$ cat src/rtl/fir_router_pkg.sv
// fir_router_pkg: shared FSM states, idle channel values and the activity predicate for the FIR channel router.
package fir_router_pkg;
    typedef enum logic [1:0] {IDLE, ACTIVE, DRAIN, SWITCH} stateT;
    localparam int CNT_W = 4;
    localparam logic CSN_IDLE = 1'b1;
    localparam logic WRN_IDLE = 1'b1;
    localparam logic EN_IDLE = 1'b0;
    localparam logic ADDR_IDLE_BIT = 1'b0;
    localparam logic DATA_IDLE_BIT = 1'b0;
    function automatic logic isActivity(input logic csn, input logic mul, input logic acc);
        return ~csn | mul | acc;
    endfunction
endpackage

$ cat src/rtl/fir_channel_router_if.sv
// fir_channel_router_if: control stream, select handshake and per-channel outputs of the FIR channel router.
interface fir_channel_router_if #(
    parameter int NUM_CH = 4,
    parameter int SEL_W = 2,
    parameter int ADDR_W = 4,
    parameter int DATA_W = 16
);
    logic [SEL_W-1:0] iModuleSel;
    logic iSelValid;
    logic oSelReady;
    logic iBroadcast;
    logic iCsnRam;
    logic iWrnRam;
    logic [ADDR_W-1:0] iAddrRam;
    logic [DATA_W-1:0] iWtDtRam;
    logic iEnMul;
    logic iEnAddAcc;
    logic [NUM_CH-1:0] oCsnRam;
    logic [NUM_CH-1:0] oWrnRam;
    logic [NUM_CH*ADDR_W-1:0] oAddrRam;
    logic [NUM_CH*DATA_W-1:0] oWtDtRam;
    logic [NUM_CH-1:0] oEnMul;
    logic [NUM_CH-1:0] oEnAddAcc;
    logic [SEL_W-1:0] oActiveSel;
    logic oBusy;
    logic oErr;
    modport master (
        output iModuleSel, iSelValid, iBroadcast, iCsnRam, iWrnRam, iAddrRam, iWtDtRam, iEnMul, iEnAddAcc,
        input oSelReady, oCsnRam, oWrnRam, oAddrRam, oWtDtRam, oEnMul, oEnAddAcc, oActiveSel, oBusy, oErr
    );
    modport slave (
        input iModuleSel, iSelValid, iBroadcast, iCsnRam, iWrnRam, iAddrRam, iWtDtRam, iEnMul, iEnAddAcc,
        output oSelReady, oCsnRam, oWrnRam, oAddrRam, oWtDtRam, oEnMul, oEnAddAcc, oActiveSel, oBusy, oErr
    );
endinterface

$ cat src/rtl/fir_router_ctrl.sv
// fir_router_ctrl: switch FSM, drain counter and pending-select register; a channel change waits for the MAC pipe to drain.
module fir_router_ctrl
    import fir_router_pkg::*;
#(
    parameter int NUM_CH = 4,
    parameter int SEL_W = 2,
    parameter int DRAIN_CYC = 2
) (
    input  logic iClk,
    input  logic iRsn,
    input  logic [SEL_W-1:0] iModuleSel,
    input  logic iSelValid,
    input  logic iAct,
    output logic oSelReady,
    output logic [SEL_W-1:0] oActiveSel,
    output logic oSwitch,
    output logic oErr
);
    stateT state, nextState;
    logic [CNT_W-1:0] cnt, nextCnt;
    logic pendValid;
    logic [SEL_W-1:0] pendSel;
    logic reqOk;

    assign reqOk = 32'(iModuleSel) < NUM_CH;
    assign oSelReady = ~pendValid;
    assign oSwitch = state == SWITCH;

    always_comb begin
        nextState = state;
        nextCnt = cnt;
        case (state)
            IDLE: nextState = pendValid ? SWITCH : iAct ? ACTIVE : IDLE;
            ACTIVE: if (!iAct) begin
                nextState = DRAIN_CYC == 0 ? IDLE : DRAIN;
                nextCnt = CNT_W'(DRAIN_CYC - 1);
            end
            DRAIN: begin
                nextState = iAct ? ACTIVE : cnt == '0 ? IDLE : DRAIN;
                nextCnt = (!iAct && cnt != '0) ? cnt - 1'b1 : cnt;
            end
            default: nextState = IDLE;
        endcase
    end

    always_ff @(posedge iClk or negedge iRsn)
        if (!iRsn) begin
            state <= IDLE;
            cnt <= '0;
            pendValid <= 1'b0;
            pendSel <= '0;
            oActiveSel <= '0;
            oErr <= 1'b0;
        end else begin
            state <= nextState;
            cnt <= nextCnt;
            if (state == SWITCH) begin
                oActiveSel <= pendSel;
                pendValid <= 1'b0;
            end else if (iSelValid && !pendValid && reqOk) begin
                pendValid <= 1'b1;
                pendSel <= iModuleSel;
            end
            // out-of-range requests and traffic dropped during a switch are both sticky faults
            oErr <= oErr | (iSelValid & ~pendValid & ~reqOk) | (oSwitch & iAct);
        end
endmodule

$ cat src/rtl/fir_channel_router.sv
// fir_channel_router: registered per-channel output mux routing one SRAM/MAC control stream to the active FIR channel.
module fir_channel_router
    import fir_router_pkg::*;
#(
    parameter int NUM_CH = 4,
    parameter int SEL_W = 2,
    parameter int ADDR_W = 4,
    parameter int DATA_W = 16,
    parameter int DRAIN_CYC = 2
) (
    input logic iClk,
    input logic iRsn,
    fir_channel_router_if.slave bus
);
    logic act, bcast, switching;
    logic [SEL_W-1:0] activeSel;
    logic [NUM_CH-1:0] nCsn, nWrn, nMul, nAcc;
    logic [NUM_CH*ADDR_W-1:0] nAddr;
    logic [NUM_CH*DATA_W-1:0] nData;

    assign act = isActivity(bus.iCsnRam, bus.iEnMul, bus.iEnAddAcc);
    assign bcast = bus.iBroadcast & ~bus.iCsnRam & ~bus.iWrnRam;
    assign bus.oActiveSel = activeSel;
    assign bus.oBusy = switching;

    fir_router_ctrl #(.NUM_CH(NUM_CH), .SEL_W(SEL_W), .DRAIN_CYC(DRAIN_CYC)) ctrl (
        .iClk(iClk),
        .iRsn(iRsn),
        .iModuleSel(bus.iModuleSel),
        .iSelValid(bus.iSelValid),
        .iAct(act),
        .oSelReady(bus.oSelReady),
        .oActiveSel(activeSel),
        .oSwitch(switching),
        .oErr(bus.oErr)
    );

    // broadcast fans out the SRAM write only; MAC enables stay with the active channel
    always_comb begin
        nCsn = {NUM_CH{CSN_IDLE}};
        nWrn = {NUM_CH{WRN_IDLE}};
        nAddr = {NUM_CH*ADDR_W{ADDR_IDLE_BIT}};
        nData = {NUM_CH*DATA_W{DATA_IDLE_BIT}};
        nMul = {NUM_CH{EN_IDLE}};
        nAcc = {NUM_CH{EN_IDLE}};
        for (int k = 0; k < NUM_CH; k++) begin
            if (!switching && (int'(activeSel) == k || bcast)) begin
                nCsn[k] = bus.iCsnRam;
                nWrn[k] = bus.iWrnRam;
                nAddr[k*ADDR_W +: ADDR_W] = bus.iAddrRam;
                nData[k*DATA_W +: DATA_W] = bus.iWtDtRam;
            end
            if (!switching && int'(activeSel) == k) begin
                nMul[k] = bus.iEnMul;
                nAcc[k] = bus.iEnAddAcc;
            end
        end
    end

    always_ff @(posedge iClk or negedge iRsn)
        if (!iRsn) begin
            bus.oCsnRam <= {NUM_CH{CSN_IDLE}};
            bus.oWrnRam <= {NUM_CH{WRN_IDLE}};
            bus.oAddrRam <= {NUM_CH*ADDR_W{ADDR_IDLE_BIT}};
            bus.oWtDtRam <= {NUM_CH*DATA_W{DATA_IDLE_BIT}};
            bus.oEnMul <= {NUM_CH{EN_IDLE}};
            bus.oEnAddAcc <= {NUM_CH{EN_IDLE}};
        end else begin
            bus.oCsnRam <= nCsn;
            bus.oWrnRam <= nWrn;
            bus.oAddrRam <= nAddr;
            bus.oWtDtRam <= nData;
            bus.oEnMul <= nMul;
            bus.oEnAddAcc <= nAcc;
        end
endmodule

$ cat src/flat_wrapper.sv
// flat-port wrapper written by rule: the top's interface ports become plain ports
module fir_channel_router_flat import fir_router_pkg::*;
#(
    parameter int NUM_CH = 4,
    parameter int SEL_W = 2,
    parameter int ADDR_W = 4,
    parameter int DATA_W = 16,
    parameter int DRAIN_CYC = 2
)
  (iClk, iRsn, bus_iModuleSel, bus_iSelValid, bus_iBroadcast, bus_iCsnRam, bus_iWrnRam, bus_iAddrRam, bus_iWtDtRam, bus_iEnMul, bus_iEnAddAcc, bus_oSelReady, bus_oCsnRam, bus_oWrnRam, bus_oAddrRam, bus_oWtDtRam, bus_oEnMul, bus_oEnAddAcc, bus_oActiveSel, bus_oBusy, bus_oErr);
  fir_channel_router_if #(.NUM_CH(NUM_CH), .SEL_W(SEL_W), .ADDR_W(ADDR_W), .DATA_W(DATA_W)) bus_i ();
  input logic iClk;
  input logic iRsn;
  input wire logic [$bits(bus_i.iModuleSel)-1:0] bus_iModuleSel;
  input wire logic [$bits(bus_i.iSelValid)-1:0] bus_iSelValid;
  input wire logic [$bits(bus_i.iBroadcast)-1:0] bus_iBroadcast;
  input wire logic [$bits(bus_i.iCsnRam)-1:0] bus_iCsnRam;
  input wire logic [$bits(bus_i.iWrnRam)-1:0] bus_iWrnRam;
  input wire logic [$bits(bus_i.iAddrRam)-1:0] bus_iAddrRam;
  input wire logic [$bits(bus_i.iWtDtRam)-1:0] bus_iWtDtRam;
  input wire logic [$bits(bus_i.iEnMul)-1:0] bus_iEnMul;
  input wire logic [$bits(bus_i.iEnAddAcc)-1:0] bus_iEnAddAcc;
  output wire logic [$bits(bus_i.oSelReady)-1:0] bus_oSelReady;
  output wire logic [$bits(bus_i.oCsnRam)-1:0] bus_oCsnRam;
  output wire logic [$bits(bus_i.oWrnRam)-1:0] bus_oWrnRam;
  output wire logic [$bits(bus_i.oAddrRam)-1:0] bus_oAddrRam;
  output wire logic [$bits(bus_i.oWtDtRam)-1:0] bus_oWtDtRam;
  output wire logic [$bits(bus_i.oEnMul)-1:0] bus_oEnMul;
  output wire logic [$bits(bus_i.oEnAddAcc)-1:0] bus_oEnAddAcc;
  output wire logic [$bits(bus_i.oActiveSel)-1:0] bus_oActiveSel;
  output wire logic [$bits(bus_i.oBusy)-1:0] bus_oBusy;
  output wire logic [$bits(bus_i.oErr)-1:0] bus_oErr;
  assign bus_i.iModuleSel = bus_iModuleSel;
  assign bus_i.iSelValid = bus_iSelValid;
  assign bus_i.iBroadcast = bus_iBroadcast;
  assign bus_i.iCsnRam = bus_iCsnRam;
  assign bus_i.iWrnRam = bus_iWrnRam;
  assign bus_i.iAddrRam = bus_iAddrRam;
  assign bus_i.iWtDtRam = bus_iWtDtRam;
  assign bus_i.iEnMul = bus_iEnMul;
  assign bus_i.iEnAddAcc = bus_iEnAddAcc;
  assign bus_oSelReady = bus_i.oSelReady;
  assign bus_oCsnRam = bus_i.oCsnRam;
  assign bus_oWrnRam = bus_i.oWrnRam;
  assign bus_oAddrRam = bus_i.oAddrRam;
  assign bus_oWtDtRam = bus_i.oWtDtRam;
  assign bus_oEnMul = bus_i.oEnMul;
  assign bus_oEnAddAcc = bus_i.oEnAddAcc;
  assign bus_oActiveSel = bus_i.oActiveSel;
  assign bus_oBusy = bus_i.oBusy;
  assign bus_oErr = bus_i.oErr;
  fir_channel_router #(.NUM_CH(NUM_CH), .SEL_W(SEL_W), .ADDR_W(ADDR_W), .DATA_W(DATA_W), .DRAIN_CYC(DRAIN_CYC)) u_core (.iClk(iClk), .iRsn(iRsn), .bus(bus_i));
endmodule
$ cat config.mk
export PLATFORM = sky130hd
export DESIGN_NAME = fir_channel_router_flat
export DESIGN_NICKNAME = d
export VERILOG_FILES = /design/src/rtl/fir_router_pkg.sv /design/src/rtl/fir_channel_router_if.sv /design/src/rtl/fir_router_ctrl.sv /design/src/rtl/fir_channel_router.sv /design/src/flat_wrapper.sv
export SDC_FILE = /design/constraint.sdc
export NUM_CORES = 1
export LEC_CHECK = 0
export BUFFER_PORTS_ARGS = -buffer_cell sky130_fd_sc_hd__buf_2
export CORE_UTILIZATION = 35
export CTS_CLUSTER_DIAMETER = 100
export DETAILED_ROUTE_END_ITERATION = 6
export PLACE_DENSITY_LB_ADDON = 0.2
export SYNTH_ARGS = -nofsm -noshare
export SYNTH_HDL_FRONTEND = slang
export SYNTH_HIERARCHICAL = 1
export SYNTH_SLANG_ARGS = --single-unit
$ cat constraint.sdc
create_clock -name iClk -period 1.9 [get_ports iClk]
set_input_delay 0.38 -clock iClk [delete_from_list [all_inputs] [get_ports iClk]]
set_output_delay 0.38 -clock iClk [all_outputs]
set_load 0.005 [all_outputs]
# == Yosys cells after proc, flatten, opt, wreduce, memory -nomap -nowiden ==
# Index checks and enable logic that the tools add are counted.
# Widths: inputs -> output; s select.
# word_totals
ff_bits,108
in_bits,30
# op_classes
addsub,1
n_eq_ne,8
n_mux,35
n_bitwise,10
reduce_logical,25
# ops
operator,count
$mux 16,4
$mux 4,6
$mux 1,19
$logic_and 1x1->1,10
$eq 2x2->1 const B,4
$mux 2,4
$pmux 4 s2,1
$pmux 2 s3,1
$eq 2x1->1 const B,2
$logic_not 2->1,2
$logic_not 4->1,1
$logic_or 1x1->1,4
$ne 2x2->1 const B,2
$not 1->1,4
$reduce_bool 2->1,2
$reduce_bool 4->1,1
$sub 4x1->4 const B,1
$and 1x1->1,3
$logic_not 1->1,3
$or 1x1->1,3
$reduce_and 3->1,1
$reduce_and 2->1,1

# == Depth between registers and ports, before layout ==
# Gate-level depths: netlist of the first run.
# logic_depth
word_depth,7
ltp_mapped,7

# == Cells and area by module ==
# Netlist of the first run, hierarchy kept.
# by_module_without_submodules
mod,n_inst,cells_per_inst,area_per_inst_um2,seq_area_each_um2
fir_channel_router,1,252,3303.2,2412.3
fir_router_ctrl,1,57,604.3,300.3

# == Worst setup path after synthesis of the first run ==
# No wires, ideal clock.
# synth_timing
path_type,input port to flip-flop
from,input bus_iEnMul
to,register u_core.ctrl.cnt[2]
setup_ns,0.078
arrival_time_ns,1.389
t_required_ns,1.822
slack_ns,0.433
path_stages,4
n_path_buf,0
cell_sequence,or3b_2 > nor4bb_1 > mux2i_1 > o2bb2ai_1
# synth_via
elab_chain_cells,6
word_cells_on_any_way,7
classes_between,eq/ne (2); bitwise (2); reduce/logical (3)
# synth_rtl
element,line,source
"start, declared",flat_wrapper.sv:21,input wire logic [$bits(bus_i.iEnMul)-1:0] bus_iEnMul;
$or 1x1->1 (*) (2 in a row),fir_router_pkg.sv:11,return ~csn | mul | acc;
$logic_not 1->1,fir_router_ctrl.sv:40,nextCnt = (!iAct && cnt != '0) ? cnt - 1'b1 : cnt;
$logic_and 1x1->1,fir_router_ctrl.sv:40,
$ne 2x2->1 (no source line),-,
$reduce_and 3->1 (no source line) (*),-,
"end signal, assigned",fir_router_ctrl.sv:56,cnt <= nextCnt;
"end, declared",fir_router_ctrl.sv:20,"logic [CNT_W-1:0] cnt, nextCnt;"
# Mark *: on every way between the ends. The rest lies on a longest branch, timed or not.
# A chain may end at the register's enable or synchronous reset.

# == Final worst setup path of the first run ==
# layout_timing
from,register u_core.ctrl.state[1]
to,output bus_oBusy
# layout_via
elab_chain_cells,1
# layout_rtl
element,line,source
"start, declared",fir_router_ctrl.sv:19,"stateT state, nextState;"
"start signal, assigned",fir_router_ctrl.sv:55,state <= nextState;
$eq 2x2->1,fir_router_ctrl.sv:27,assign oSwitch = state == SWITCH;
"end, declared",flat_wrapper.sv:31,output wire logic [$bits(bus_i.oBusy)-1:0] bus_oBusy;
# No other way between the ends.

==> run_results.csv, run 1 <==
group,metric,value,unit
grt,grt_most_used_layer,"met2",
critical_path,cp_max_fo,18,
timing,finalMaxSlewViolations,0,
cts,cts_made_buffers,9,
critical_path,rr_worst_depth,5,
grt,grt_max_degree,81,
placement,hpwl,6.054,mm
critical_path,critPathKind,"register to primary output",
grt,grt_use_total,16.18,%
floorplan,dieArea,11590,um2
placement,place_area,4679,um2
final_layout,antenna_cells,0,
timing,worst_slew_pin_slew,0.9661,ns
placement,gp_congestion,0.7561,
synthesis,syn-num-nets,340,
synthesis,synth_edf_count,0,
synthesis,async_flop_share,100.0,%
power,swShare,35.15,%
hold_path,hold_end,"u_core/ctrl/pendSel[1]",
grt,grt_pass1_vias,2699,
critical_path,cp-end-kind,"primary output",
synthesis,syn-cell-area,3907,um2
synthesis,yosysWarnings,6,
critical_path,cp_top_family,"flip-flops",
critical_path,critical_path_arrival,1.33,ns
critical_path,cpMaxStageDelayCell,"dfrtp_2",
timing,finalHoldViolCount,0,
critical_path,critPathMaxStageDelay,0.48,ns
final_layout,final_area,4872,um2
synthesis,syn_inst,309,
hold_path,hp-start,"bus_iModuleSel[1]",
synthesis,synthTopCellsByCount,"dfrtp_1, a21oi_1, nand2b_1",
synthesis,avgSynthCellArea,12.65,um2
cts,ctsHtreeMaxLevel,3,
timing,fmax,583.9,MHz
cts,clk_pin_slew_worst_paths,0.10,ns
grt,grt_antenna_before_repair,0,
timing,fin_crit_sh,90.14,%
final_layout,layout-drive-gt1-share,41.08,%
grt,grt_overflow_total,0,
drt,wire_per_inst,15.40,um
drt,viasPerCell,4.708,
final_layout,nNetsFinal,469,
timing,relSlewSlack,35.59,%
timing,skew,0.01326,ns
timing,tns,0,ns
drt,drc,0,
drt,dr.first_iter.drc_count,110,
power,power_frac_clock,18.6,%
cts,post-cts-setup-buffer-count,0,
power,peakVddDrop,0.5803,mV
grt,use_met1,21.92,%
synthesis,ys_ff_latch,108,
power,combPwrFrac,34.2,%
power,pwr-share-seq,47.3,%
critical_path,r2r_end,"u_core/ctrl/cnt[0]",
cts,clock_sinks,108,
floorplan,rows,38,
cts,clock_latency,0.37,ns
hold_path,hold_path.class,"input pin to register",
hold_path,holdPathStages,2,
grt,grt_use_met3,3.692,%
final_layout,areaGrowthSynthToFinish,24.69,%
synthesis,synth_largest_area_cell,"dfrtp_1",
synthesis,synth_top_area_share,64.04,%
floorplan,die-height,107.7,um
floorplan,ios,131,
critical_path,reg2reg_slack,0.35,ns
grt,met2_usage,25.73,%
synthesis,ys_seq_area_share,69.42,%
critical_path,cp-start-kind,"register",
critical_path,worst-path-buf-inv,2,
synthesis,ys.flop_type,"dfrtp_1",
drt,dr.pass1.iters,4,
drt,via_count,2745,
drt,ant_nets,0,
critical_path,cp_cell_sequence,"nand2_2 -> inv_4 -> buf_2",
placement,place.port_buffers,130,
drt,wl,8.980,mm
critical_path,crit_required,1.52,ns
synthesis,synth.most_common_cell,"dfrtp_1",
floorplan,start_util,36.05,%
floorplan,die_w,107.7,um
critical_path,timing.rr.start,"u_core/ctrl/cnt[0]",
floorplan,coreArea,10840,um2
final_layout,n_fill_cell,1047,
power,power.density,1429,nW/um2
cts,cts.path.max_buffers,2,
run,cap_viol_max_count,0,
power,p_leak,2.524,nW
timing,rsz0062_at_grt,"no",
power,intPower,4.514,mW
power,p_sw,2.447,mW
grt,grt_pass1_wl,14.15,mm
timing,setup_viol,0,
timing,min_period,1.713,ns
cts,root_buffer,"clkbuf_8",
synthesis,ys_types,36,
status,status,"finished clean",
cts,cts_tree,"done",
synthesis,ys_top_cells_by_area,"dfrtp_1, a21oi_1, dfstp_2",
==> stage by stage <==
step	total power [mW]	hold WS, ns	instances	setup slack, ns	util (%)
after floorplan	4.589	0.08441	309	0.4329	-
after global placement	5.713	0.3195	566	0.2098	43.17
after detailed placement	5.748	0.3211	566	0.1862	43.17
after CTS	7.074	0.2172	583	0.03572	44.93
after global routing	7.500	0.2230	583	0.06857	44.94
final	6.960	0.2296	583	0.1873	44.94
==> placed cells by master, fill, tap and decap left out, types with 8 or more instances in the layout <==
| cell type | instances |
|---|---|
| a21oi_1 | 75 |
| a21oi_2 | 8 |
| buf_2 | 129 |
| buf_4 | 10 |
| clkbuf_8 | 9 |
| dfrtp_1 | 99 |
| dfstp_2 | 8 |
| nand2b_1 | 25 |
| nor2_1 | 11 |
| o21ai_0 | 10 |
==> routing by layer <==
layer,vias to the layer above,wire (um)
li1,1301,-
met1,1338,4003
met2,99,4235
met3,7,654
met4,0,87
met5,-,0
==> worst max path at each step <==
stage                         start                      end  slack (ns)  cells past startpoint
6_report       u_core/ctrl/state[1]                bus_oBusy        0.19                      3
5_1_grt        u_core/ctrl/state[1]                bus_oBusy        0.07                      3
4_1_cts        u_core/ctrl/state[1]                bus_oBusy        0.04                      3
3_5_place_dp             bus_iEnMul       u_core/ctrl/cnt[2]        0.19                      5
3_3_place_gp         bus_iBroadcast  u_core/bus.oWtDtRam[40]        0.21                      3
2_1_floorplan            bus_iEnMul       u_core/ctrl/cnt[2]        0.43                      4
==> sequential cells by signal (all words and copies together), names as in the netlist <==
| register | cells |
|---|---|
| u_core/bus.oCsnRam | 4 |
| u_core/bus.oAddrRam | 16 |
| u_core/bus.oEnMul | 4 |
| u_core/bus.oEnAddAcc | 4 |
| u_core/bus.oWtDtRam | 64 |
| u_core/ctrl/oActiveSel | 2 |
| u_core/bus.oWrnRam | 4 |
| u_core/ctrl/cnt | 4 |
| u_core/ctrl/state | 2 |
| u_core/ctrl/pendValid | 1 |
| u_core/ctrl/pendSel | 2 |
| u_core/ctrl/oErr | 1 |
==> power groups by stage <==
stage	sequential, mW	combinational, mW	clock [mW]
floorplan	3.33	1.26	0
global placement	3.33	2.38	0
detailed placement	3.34	2.41	0
CTS	3.30	2.43	1.35
global route	3.36	2.66	1.47
finish	3.29	2.38	1.29
==> layout make-up <==
| type | instances | area (um2) | share of cell area [%] |
|---|---|---|---|
| multi-input cells | 171 | 1008 | 20.70 |
| clock inverters | 6 | 51.30 | 1.053 |
| flip-flops and latches | 108 | 2714 | 55.70 |
| inverters | 6 | 25.02 | 0.5136 |
| well taps | 140 | 175.2 | 3.595 |
| repair buffers | 142 | 770.7 | 15.82 |
| clock buffers | 10 | 127.6 | 2.619 |
==> kinds of logic after synthesis <==
logic type	Yosys count	synth area share [%]
AOI/OAI and AO/OA	101	14.28
buffers and inverters	30	4.835
and+or+nand+nor	63	9.478
adders and majority gates	1	0.3202
DFF	108	69.42
muxes	6	1.665
==> what timing repair did <==
action / CTS / global route
setup endpoints to repair: 1 / 1
hold buffers: 1 / 0
gates resized for setup: 1 / 1
endpoints found under the hold margin: 24 / 0
cloned: 0 / 0
No activity file was read; power rests on OpenSTA's default activity.
==> run 2, diff against run 1 <==
--- a/config.mk
+++ b/config.mk
@@ -6,7 +6,7 @@
 export NUM_CORES = 1
 export LEC_CHECK = 0
 export BUFFER_PORTS_ARGS = -buffer_cell sky130_fd_sc_hd__buf_2
-export CORE_UTILIZATION = 35
+export CORE_UTILIZATION = 50
 export CTS_CLUSTER_DIAMETER = 100
 export DETAILED_ROUTE_END_ITERATION = 6
 export PLACE_DENSITY_LB_ADDON = 0.2
==> run 2 against run 1 <==
  * Die area decreased by 29%
  * First-iteration DRC count decreased by 9.1%
  * Sequential share of layout area rose by 0.46 points
  * Count of clock-buffer cells in the layout is 1 higher
  * Power fell by 0.23%
  * Critical path depth unchanged
  * Global-route usage up 6.1 points
  * Hold slack worse by 0.22 ns
  * Flip-flop and latch count unchanged
  * Final cell count shrank 7.0%
  * Worst setup slack improved by 0.017 ns
==> run_results.csv, run 2 (synthesized netlist as in run 1, its figures left out) <==
group,metric,value,unit
status,status,"finished clean",
grt,grt_pass1_vias,2723,
drt,drc,0,
critical_path,critPathMaxStageDelay,0.47,ns
floorplan,dieArea,8172,um2
placement,pre_cts_ws,0.1994,ns
critical_path,cp-end-kind,"primary output",
cts,cts_tree,"done",
critical_path,cp_max_fo,12,
final_layout,antenna_cells,0,
drt,wl,8.524,mm
cts,cts.path.max_buffers,2,
critical_path,timing.rr.start,"u_core/ctrl/cnt[0]",
critical_path,cpMaxStageDelayCell,"dfrtp_2",
power,peakVddDrop,0.6467,mV
critical_path,cp-start-kind,"register",
cts,clock_latency,0.36,ns
cts,cts_made_buffers,9,
floorplan,coreArea,7408,um2
placement,hpwl,5.764,mm
final_layout,top_register,"u_core/bus.oWtDtRam",
cts,cts-resized-gates,0,
power,power.density,1437,nW/um2
cts,post-cts-setup-buffer-count,0,
cts,clock_sinks,108,
timing,fmax,589.6,MHz
timing,timing.hold.ws,0.006414,ns
grt,grt_antenna_before_repair,0,
drt,dr.pass1.iters,4,
timing,tns,0,ns
final_layout,final_common_cell,"buf_2",
critical_path,crit_required,1.52,ns
critical_path,r2r_end,"u_core/ctrl/cnt[0]",
run,cap_viol_max_count,0,
floorplan,die-height,90.40,um
critical_path,cp_cell_sequence,"nand2_2 -> inv_2 -> buf_2",
timing,relSlewSlack,56.59,%
timing,rsz0062_at_grt,"no",
placement,place.port_buffers,130,
placement,dp.cells,526,
floorplan,rows,31,
cts,ctsHtreeMaxLevel,3,
floorplan,die_w,90.40,um
final_layout,reg_top3,"u_core/bus.oWtDtRam: 64 flops, u_core/bus.oAddrRam: 16 flops",
drt,via_count,2786,
cts,root_buffer,"clkbuf_8",
timing,finalHoldViolCount,0,
timing,fin_ws,0.2040,ns
power,total_power,6.944,mW
timing,skew,0.009200,ns
cts,cts_hold_buf,0,
grt,grt_pass1_wl,13.92,mm
critical_path,critPathKind,"register to primary output",
timing,worst_slew_pin_slew,0.6497,ns
grt,grt_use_total,22.26,%
final_layout,final_cell_mix,"buf_2, dfrtp_1, a21oi_1",
final_layout,instances_no_fill,542,
final_layout,nNetsFinal,469,
critical_path,reg2reg_slack,0.34,ns
final_layout,largest_register_ffs,64,
grt,grt_max_degree,81,
timing,finalMaxSlewViolations,0,
final_layout,areaGrowthSynthToFinish,23.66,%
critical_path,rr_worst_depth,5,
drt,wire_per_inst,15.73,um
floorplan,ios,131,
cts,clk_pin_slew_worst_paths,0.10,ns
power,p_leak,2.527,nW
grt,grt_overflow_total,0,
drt,ant_nets,0,
floorplan,start_util,52.74,%
timing,fin_crit_sh,89.26,%
timing,min_period,1.696,ns
final_layout,layout-drive-gt1-share,41.53,%
drt,viasPerCell,5.140,
timing,setup_viol,0,
hold_path,hold_path.class,"input pin to asynchronous set/reset pin",
placement,gp_congestion,0.7915,
critical_path,critical_path_arrival,1.32,ns
drt,dr.first_iter.drc_count,100,
==> run 2: stage by stage <==
stage	utilization, %	area, um2
5_1_grt	65.23	4832
3_5_place_dp	62.71	4646
2_1_floorplan	-	3908
4_1_cts	65.21	4831
3_3_place_gp	62.71	4646
6_report	65.23	4832
==> run 2: how the worst max path moves through the flow <==
stage | startpoint | slack (ns) | depth (start not counted) | end
after floorplan | bus_iEnMul | 0.43 | 4 | u_core/ctrl/cnt[2]
final | u_core/ctrl/state[1] | 0.20 | 3 | bus_oBusy
after detailed placement | bus_iEnMul | 0.20 | 5 | u_core/ctrl/cnt[2]
after CTS | u_core/ctrl/state[1] | 0.08 | 3 | bus_oBusy
after global placement | bus_iEnMul | 0.25 | 5 | u_core/ctrl/cnt[0]
after global routing | u_core/ctrl/state[1] | 0.10 | 3 | bus_oBusy
==> run 2: routing by layer <==
metal	GRT usage [%]	wire, um	vias up
met5	0	0	-
met4	8.199	155	0
met3	4.209	494	12
met2	35.81	4194	115
met1	30.36	3680	1357
li1	-	-	1302
==> run 2: power breakdown <==
group          leakage, nW  switching (mW)  internal, mW
Clock               0.0917           0.735         0.549
Sequential            1.40           0.269          2.99
Combinational         1.03            1.38          1.03
Total                 2.53            2.38          4.56
==> run 2: layout make-up <==
cell class | count | area (um2)
inverter | 6 | 22.52
multi-input combinational | 171 | 1006
clock inverter | 5 | 33.78
sequential | 108 | 2714
clock buffer | 11 | 151.4
tap | 99 | 123.9
timing repair buffer | 142 | 780.7
fill | 620 | 2576
==> run 2: worst max-delay path, delay by kind of cell, from the launching register on <==
kind | cells | cell delay, ns
flip-flops | 1 | 0.47
buffers and inverters | 2 | 0.37
AND/OR/NAND/NOR | 1 | 0.12
